===== src/rtl/xcore_if_bpu_pkg.sv =====
// Shared definitions for the fetch-stage branch predictor.
//   WIDTH          default PC width
//   *_DEPTH_DEF    default BHT / BTB sizes
//   cnt2_t         2-bit saturating direction counter
//   CNT_*          counter encodings and reset value (weak not-taken)
//   sat_inc16      saturating 16-bit increment for statistics counters
package xcore_if_bpu_pkg;

  localparam int WIDTH         = 32;
  localparam int BHT_DEPTH_DEF = 16;
  localparam int BTB_DEPTH_DEF = 8;

  typedef logic [1:0] cnt2_t;

  localparam cnt2_t CNT_SNT = 2'b00;
  localparam cnt2_t CNT_WNT = 2'b01;
  localparam cnt2_t CNT_WT  = 2'b10;
  localparam cnt2_t CNT_ST  = 2'b11;
  localparam cnt2_t CNT_RST = CNT_WNT;

  function automatic logic [15:0] sat_inc16(input logic [15:0] v);
    return (v == 16'hFFFF) ? v : v + 16'd1;
  endfunction

endpackage


===== src/rtl/xcore_bpu_cnt2.sv =====
// 2-bit saturating counter next-state logic (combinational).
//   i_cnt    current counter value
//   i_taken  resolved direction: 1 = count up, 0 = count down
//   o_cnt    next counter value, clamped at strong-NT / strong-T
module xcore_bpu_cnt2
  import xcore_if_bpu_pkg::*;
(
  input  cnt2_t i_cnt,
  input  logic  i_taken,
  output cnt2_t o_cnt
);

  always_comb begin
    o_cnt = i_cnt;
    if (i_taken) begin
      if (i_cnt != CNT_ST) o_cnt = i_cnt + 2'd1;
    end else begin
      if (i_cnt != CNT_SNT) o_cnt = i_cnt - 2'd1;
    end
  end

endmodule


===== src/rtl/xcore_if_bpu.sv =====
// Fetch-stage branch predictor: bimodal BHT of 2-bit counters plus a
// direct-mapped BTB. Lookup is purely combinational on the fetch PC;
// training comes from the memory-stage resolver one branch at a time.
//   i_clk, i_rst                 clock, async active-high reset
//   i_if_pc, i_if_valid          fetch lookup request
//   o_bpu_deci                   2'b00 = not-taken, else taken counter value
//   o_bpu_taken, o_bpu_target    redirect decision and next fetch PC
//   i_upd_*                      resolved-branch training strobe and data
//   o_mispred_cnt                saturating mispredict statistic
module xcore_if_bpu
  import xcore_if_bpu_pkg::*;
#(
  parameter int BHT_DEPTH = BHT_DEPTH_DEF,
  parameter int BTB_DEPTH = BTB_DEPTH_DEF,
  parameter int PC_W      = WIDTH
) (
  input  logic            i_clk,
  input  logic            i_rst,
  input  logic [PC_W-1:0] i_if_pc,
  input  logic            i_if_valid,
  output logic [1:0]      o_bpu_deci,
  output logic            o_bpu_taken,
  output logic [PC_W-1:0] o_bpu_target,
  input  logic            i_upd_valid,
  input  logic [PC_W-1:0] i_upd_pc,
  input  logic            i_upd_taken,
  input  logic [PC_W-1:0] i_upd_target,
  input  logic            i_upd_mispred,
  output logic [15:0]     o_mispred_cnt
);

  localparam int BHT_AW = $clog2(BHT_DEPTH);
  localparam int BTB_AW = $clog2(BTB_DEPTH);
  localparam int TAG_W  = PC_W - BTB_AW - 2;

  // State
  cnt2_t                 bht_q     [BHT_DEPTH];
  cnt2_t                 bht_d     [BHT_DEPTH];
  logic [BTB_DEPTH-1:0]  btb_vld_q;
  logic [BTB_DEPTH-1:0]  btb_vld_d;
  logic [TAG_W-1:0]      btb_tag_q [BTB_DEPTH];
  logic [TAG_W-1:0]      btb_tag_d [BTB_DEPTH];
  logic [PC_W-1:0]       btb_tgt_q [BTB_DEPTH];
  logic [PC_W-1:0]       btb_tgt_d [BTB_DEPTH];
  logic [15:0]           mispred_cnt_q;
  logic [15:0]           mispred_cnt_d;

  // Index / tag extraction (PCs are word aligned, bits [1:0] ignored)
  logic [BHT_AW-1:0] lk_bht_idx;
  logic [BTB_AW-1:0] lk_btb_idx;
  logic [TAG_W-1:0]  lk_tag;
  logic [BHT_AW-1:0] upd_bht_idx;
  logic [BTB_AW-1:0] upd_btb_idx;
  logic [TAG_W-1:0]  upd_tag;

  assign lk_bht_idx  = i_if_pc[BHT_AW+1:2];
  assign lk_btb_idx  = i_if_pc[BTB_AW+1:2];
  assign lk_tag      = i_if_pc[PC_W-1:BTB_AW+2];
  assign upd_bht_idx = i_upd_pc[BHT_AW+1:2];
  assign upd_btb_idx = i_upd_pc[BTB_AW+1:2];
  assign upd_tag     = i_upd_pc[PC_W-1:BTB_AW+2];

  logic unused_upd_pc_lsb;
  assign unused_upd_pc_lsb = ^i_upd_pc[1:0];

  // Lookup path: reads registered state only, so a same-cycle update to the
  // same entry is not visible until the following cycle.
  cnt2_t           lk_cnt;
  logic            lk_pred;
  logic            lk_hit;
  logic [PC_W-1:0] pc_plus4;

  always_comb begin
    lk_cnt       = bht_q[lk_bht_idx];
    lk_pred      = (lk_cnt >= CNT_WT);
    lk_hit       = btb_vld_q[lk_btb_idx] && (btb_tag_q[lk_btb_idx] == lk_tag);
    pc_plus4     = i_if_pc + PC_W'(4);
    o_bpu_deci   = CNT_SNT;
    o_bpu_taken  = 1'b0;
    o_bpu_target = pc_plus4;
    if (i_if_valid) begin
      // A taken counter without a BTB hit still reports its value so the
      // resolver knows the direction was predicted taken.
      if (lk_pred) o_bpu_deci = lk_cnt;
      if (lk_pred && lk_hit) begin
        o_bpu_taken  = 1'b1;
        o_bpu_target = btb_tgt_q[lk_btb_idx];
      end
    end
  end

  // Training path
  cnt2_t upd_cnt_cur;
  cnt2_t upd_cnt_nxt;

  assign upd_cnt_cur = bht_q[upd_bht_idx];

  xcore_bpu_cnt2 u_cnt2 (
    .i_cnt   (upd_cnt_cur),
    .i_taken (i_upd_taken),
    .o_cnt   (upd_cnt_nxt)
  );

  always_comb begin
    bht_d         = bht_q;
    btb_vld_d     = btb_vld_q;
    btb_tag_d     = btb_tag_q;
    btb_tgt_d     = btb_tgt_q;
    mispred_cnt_d = mispred_cnt_q;
    if (i_upd_valid) begin
      bht_d[upd_bht_idx] = upd_cnt_nxt;
      // Taken branches always claim their BTB slot; not-taken ones leave it.
      if (i_upd_taken) begin
        btb_vld_d[upd_btb_idx] = 1'b1;
        btb_tag_d[upd_btb_idx] = upd_tag;
        btb_tgt_d[upd_btb_idx] = i_upd_target;
      end
      if (i_upd_mispred) mispred_cnt_d = sat_inc16(mispred_cnt_q);
    end
  end

  always_ff @(posedge i_clk or posedge i_rst) begin
    if (i_rst) begin
      for (int i = 0; i < BHT_DEPTH; i++) bht_q[i] <= CNT_RST;
      btb_vld_q     <= '0;
      mispred_cnt_q <= '0;
    end else begin
      bht_q         <= bht_d;
      btb_vld_q     <= btb_vld_d;
      mispred_cnt_q <= mispred_cnt_d;
    end
  end

  // Tag/target payload is qualified by btb_vld_q, so it carries no reset.
  always_ff @(posedge i_clk) begin
    btb_tag_q <= btb_tag_d;
    btb_tgt_q <= btb_tgt_d;
  end

  assign o_mispred_cnt = mispred_cnt_q;

endmodule


===== config.mk =====
export PLATFORM = sky130hd
export DESIGN_NAME = xcore_if_bpu
export DESIGN_NICKNAME = d
export VERILOG_FILES = /design/src/rtl/xcore_if_bpu_pkg.sv /design/src/rtl/xcore_bpu_cnt2.sv /design/src/rtl/xcore_if_bpu.sv
export SDC_FILE = /design/constraint.sdc
export NUM_CORES = 1
export LEC_CHECK = 0
export CAP_MARGIN = 25
export CORE_MARGIN = 3
export CORE_UTILIZATION = 55
export CTS_CLUSTER_SIZE = 10
export DETAILED_ROUTE_END_ITERATION = 8
export PLACE_DENSITY_LB_ADDON = 0.05
export SYNTH_ARGS = -nofsm -noshare
export SYNTH_HDL_FRONTEND = slang
export SYNTH_SLANG_ARGS = --single-unit

===== constraint.sdc =====
create_clock -name i_clk -period 4.15 [get_ports i_clk]
set_input_delay 0.83 -clock i_clk [delete_from_list [all_inputs] [get_ports i_clk]]
set_output_delay 0.83 -clock i_clk [all_outputs]
set_load 0.05 [all_outputs]

Yosys cells after proc, flatten, opt, wreduce, memory -nomap -nowiden. Index checks and enable logic that the tools add are counted.

Word-level logic and storage cells: 99. Flip-flop bits (word level): 528.

Reduce and logical (&&, ||, !) cells: 8. $add $sub $neg: 4. Bitwise logic cells: 6. Mux-type cells: 34. $lt $le $gt $ge: 10. Eq/ne operators: 3.

Operators with widths (count): $bwmux W256 (1); $bwmux W216 (1); $mux W32 (5); $bmux W32 S3 (1); $demux W32 S3 (1); $bmux W27 S3 (1); $demux W27 S3 (1); $mux W27 (3); $add A32 B3 Y32 const B (1); $bwmux W32 (1); $eq A27 B27 Y1 (1); $mux W2 (10); $add A16 B1 Y16 const B (1); $bmux W2 S4 (2); $eq A16 B16 Y1 const B (1); $ge A5 B5 Y1 const B (2); $not A4 Y5 (2); $demux W2 S4 (1); $ge A4 B4 Y1 const B (2); $lt A3 B4 Y1 const B (2); $not A3 Y4 (2); $or A8 B8 Y8 (1); $logic_and A1 B1 Y1 (5); $lt A5 B1 Y1 const B (1); 13 further kinds (16).

Depth between registers and ports, before layout.
Word-level depth: 9. Gate-level depth with buffers: 13.

By module. Synthesis repeated with hierarchy kept, for this count alone.

Cells, all modules: 1201. Area total of the unflattened synthesis: 22051.1 um^2.

Modules (own cells, without submodules): xcore_if_bpu (times used 1, cells an instance 1198, sequential area each 15595.0 um^2, area an instance 22024.9 um^2); xcore_bpu_cnt2 (times used 1, cells an instance 3, sequential area each 0.0 um^2, area an instance 26.3 um^2).

Worst setup path before layout. No wires, ideal clock.

Kind: input -> register. From: input i_upd_pc[4]. To: register btb_vld_q[4]. Data arrival time: 5.850 ns. Setup time: 0.090 ns. Path slack: -1.790 ns. Stages on the path: 4. Cells stage by stage: clkbuf_1 nand3_1 nor3_1 or2_2.

Word-level cells in the longest chain between the ends: 5.

Ends and longest elaborated chain: from (decl) (RTL line xcore_if_bpu.sv:25) `input logic [PC_W-1:0] i_upd_pc,`; $lt A3 B4 Y1 (not written as such) / $ge A3 B1 Y1 (equally long branches) (RTL line xcore_if_bpu.sv:114) `btb_vld_d[upd_btb_idx] = 1'b1;`; $logic_and A1 B1 Y1 (not written as such) (RTL line xcore_if_bpu.sv:114); $mux W1 (not written as such) (RTL line xcore_if_bpu.sv:114); $demux W1 S3 (*) (RTL line xcore_if_bpu.sv:114); $or A8 B8 Y8 (no source line) (*); to (signal assigned) (RTL line xcore_if_bpu.sv:129) `btb_vld_q <= btb_vld_d;`; to (decl) (RTL line xcore_if_bpu.sv:39) `logic [BTB_DEPTH-1:0] btb_vld_q;`.

Mark *: on every way between the ends. The rest lies on a longest branch, timed or not. A chain may end at the register's enable or synchronous reset.

Worst setup path in the final report.
From: input i_if_pc[3]. To: output o_bpu_target[31].

Word-level cells in the longest chain between the ends: 9.

Ends and longest elaborated chain: from (decl) (RTL line xcore_if_bpu.sv:19) `input logic [PC_W-1:0] i_if_pc,`; $not A3 Y4 (not written as such) (RTL line xcore_if_bpu.sv:76, xcore_if_bpu.sv:87); $bmux W27 S3 (RTL line xcore_if_bpu.sv:76) `lk_hit = btb_vld_q[lk_btb_idx] && (btb_tag_q[lk_btb_idx] == lk_tag);`; $mux W27 (not written as such) (2 in series) (RTL line xcore_if_bpu.sv:76); $eq A27 B27 Y1 (RTL line xcore_if_bpu.sv:76); $logic_and A1 B1 Y1 (RTL line xcore_if_bpu.sv:76); $logic_and A1 B1 Y1 (RTL line xcore_if_bpu.sv:85) `if (lk_pred && lk_hit) begin`; $mux W32 (RTL line xcore_if_bpu.sv:85); $mux W32 (*) (RTL line xcore_if_bpu.sv:81) `if (i_if_valid) begin`; to (decl) (RTL line xcore_if_bpu.sv:23) `output logic [PC_W-1:0] o_bpu_target,`.

Mark *: on every way between the ends. The rest lies on a longest branch, timed or not. The select of a mux whose other input is x is not followed.

==> results.toml <==
[status]
status = "complete, but fails checks"
violations = "setup timing"

[finish]
final_layout_size_suffix_gt1_share_pct = 32.7
final_area_um2 = 27700
stdcell_count = 2001
final_util_pct = 71.3
nets = 1557
syn_to_final_growth_pct = 27.1

[setup_path]
r2r_end = "o_mispred_cnt[11]"
max_stage_delay_ps = 490
start_kind = "primary input"
cp_data_arrival_time_ps = 3640
required_ps = 3320
rr_startpoint = "o_mispred_cnt[9]"
rr_worst_depth = 8
ff2ff_setup_slack_ps = 1630
criticalPathCategory = "in2out"
crit_path_max_fanout = 8
crit_path_top_delay_cell = "mux4_2"
worst_setup_path_end_kind = "output port"
crit_chain = "buf_16, mux4_2, mux2i_1, xor2_1, o21ai_1, nor4_2, and4bb_4, buf_12, buf_16, mux2i_4, buf_12"

[drt]
drc = 0
via_count = 11900
dr_wl_met2_mm = 24.4
drt_wl_total_mm = 50.9
routed.top_layer = "met5"
drt-wirelength-per-cell_um = 25.4
m1WireLength_mm = 21.2
vias_per_cell = 5.94
ant_nets = 0
drt_iter0_markers = 933
dr.pass1.iters = 5
wl_met3_mm = 3.89

[timing]
drv_slew = 0
min_period_ps = 4470
setup_slack_ps = -320
fin_worst_skew_ps = 7.00
finalSetupViolations = 32
hold_violations = 0
worstMarginPinSlew_ps = 826
relSlewSlack_pct = 44.2
timing.final.crit_share_pct = 108
grt_setup_unrepaired = "true"
tns_ps = -8570
clock.fmax_mhz = 224
timing.hold.ws_ps = 475

[yosys]
synth.cell_area_um2 = 21800
synth_top_area_cell = "edfxtp_1"
syn_nets = 1260
synth-seq-cells = 528
yosysWarningCount = 0
synth-edff-count = 472
ys_top_cells_by_area = "edfxtp_1 65%, mux4_2 12%, mux2i_1 4.8%, dfrtp_1 4.6%, dfstp_2 1.9%"
yosysMostFrequentCell = "edfxtp_1"
synth_cells = 1156
yosysTopAreaCellShare_pct = 65.0
async_flop_share_pct = 10.6
synthTopCellsByCount = "472 x edfxtp_1, 116 x mux4_2, 104 x mux2i_1"
synth_cell_types = 44
synth_area_per_cell_um2 = 18.9
seq_area_frac_synth_pct = 71.5
ys.flop_type = "edfxtp_1"

[clocking]
htree_levels = 2
clockBufferDepth = 3
cts_tree = "done"
cts.sinks = 528
numCtsBuffers = 59
cts.clk_slew.worst_paths_ps = 50
ctsHoldBuffers = 0
clkLatencyLatePin_ps = 600
root_buffer = "clkbuf_16"

[pwr]
power.leakage_nw = 9.55
switching_share_pct = 22.9
p_clk_share_pct = 36.6
power_switching_mw = 2.80
power_density_nw_per_um2 = 441
p_int_mw = 9.42
totalPowerFinal_mw = 12.2
p_comb_share_pct = 12.4
seq_power_share_pct = 51.0
irDropWorstVdd_uv = 377

[worst_hold_path]
min_from = "btb_vld_q[4]"
whs_endpoint = "btb_vld_q[4]"
holdPathStages = 1
worstHoldPathType = "reg2reg"

[floorplanning]
placeableCoreArea_um2 = 38900
dieHeight_um = 205
start_util_pct = 56.1
die_w_um = 205
io_pins = 153
die_area_um2 = 42100
rows = 72

[global_route]
grt_pass1_vias = 12500
grt_overflow_total = 0
grt_pass1_wl_mm = 76.4
grt.total_usage_pct = 24.6
grt_max_degree = 61
antenna_found_initial = 5

[placed_design]
dp_cells = 1900
port_buffers = 150
post-place-ws_ps = -652
gp_congestion = 0.819
placed_area_um2 = 25700
dp_hpwl_mm = 31.7

[flow_run]
cap_violations = 0
## power by group through the flow
stage | logic, mW | registers [mW] | clock network (mW)
after floorplan | 0.805 | 6.39 | 0
after global routing | 1.61 | 6.26 | 4.76
final | 1.52 | 6.23 | 4.47
after global placement | 1.46 | 6.32 | 0
after detailed placement | 1.48 | 6.34 | 0
after CTS | 1.50 | 6.23 | 4.56
## metal layers
| layer | vias up | GRT usage, % |
|---|---|---|
| li1 | 5230 | - |
| met1 | 6141 | 34.8 |
| met2 | 424 | 38.7 |
| met3 | 85 | 5.69 |
| met4 | 8 | 8.03 |
| met5 | - | 0 |
## kinds of logic (layout without fill, tap and decap cells)
group	Yosys count	after routing	synth area share [%]
flops	528	528	71.5
mux	252	252	18.4
simple gates	189	189	4.30
compound gates	64	64	1.85
buf+inv	62	388	1.46
xor+xnor	57	57	2.29
fa+ha+maj	4	4	0.206
other cells	0	1	0
## critical path, delay by kind of cell
family          cells  cell delay, ps
simple gates        2             650
compound gates      1             140
xor+xnor            1             370
buf+inv             4             600
mux                 3            1030
## registers in the layout, indices dropped and copies added (netlist names)
signal / count
btb_vld_q: 8
btb_tgt_q: 256
o_mispred_cnt: 16
bht_q: 32
btb_tag_q: 216
## layout make-up
cell class / count / area [um2]
Clock inverter: 6 / 38.8
Fill cell: 2472 / 11200
Sequential cell: 528 / 15600
Multi-Input combinational cell: 566 / 6480
Antenna cell: 1 / 2.50
Inverter: 8 / 33.8
Clock buffer: 84 / 1570
Timing Repair Buffer: 290 / 3360
Tap cell: 518 / 648
## cell usage in the layout, fill, tap and decap left out, types with 6 or more instances in the layout
master and count:
nand2b_1 9, a22oi_1 18, nor2_1 38, nand3_1 16
buf_12 58, buf_4 108, and4_1 7, nand4_1 8
mux2i_4 13, nand2_1 46, clkdlybuf4s50_1 112, a21oi_1 6
and3_1 15, clkbuf_1 25, or2_2 9, dfrtp_1 40
mux2i_1 88, a21oi_4 17, mux2_2 32, xnor2_1 39
buf_16 6, nor2_2 11, clkbuf_16 61, xor2_1 17
edfxtp_1 472, dfstp_2 16, mux4_2 116, nor2_4 6
## worst max path at each step
stage,from,endpoint,slack [ps],cells after the start
floorplan,i_upd_pc[4],btb_vld_q[4],-1790,4
global placement,i_if_pc[3],o_bpu_target[29],-550,12
detailed placement,i_if_pc[3],o_bpu_target[13],-650,13
CTS,btb_tag_q[53],o_bpu_target[31],-320,12
global route,btb_tag_q[23],o_bpu_target[26],-400,10
finish,i_if_pc[3],o_bpu_target[31],-320,11
## timing repair
item / in CTS / in global routing
cloned: 2 / 2
pin swaps: 6 / 6
setup endpoints to repair: 33 / 33
resized for setup: 23 / 28
buffers inserted: 5 / 2
hold endpoints to repair: 0 / 0
No activity file was read; power rests on OpenSTA's default activity.
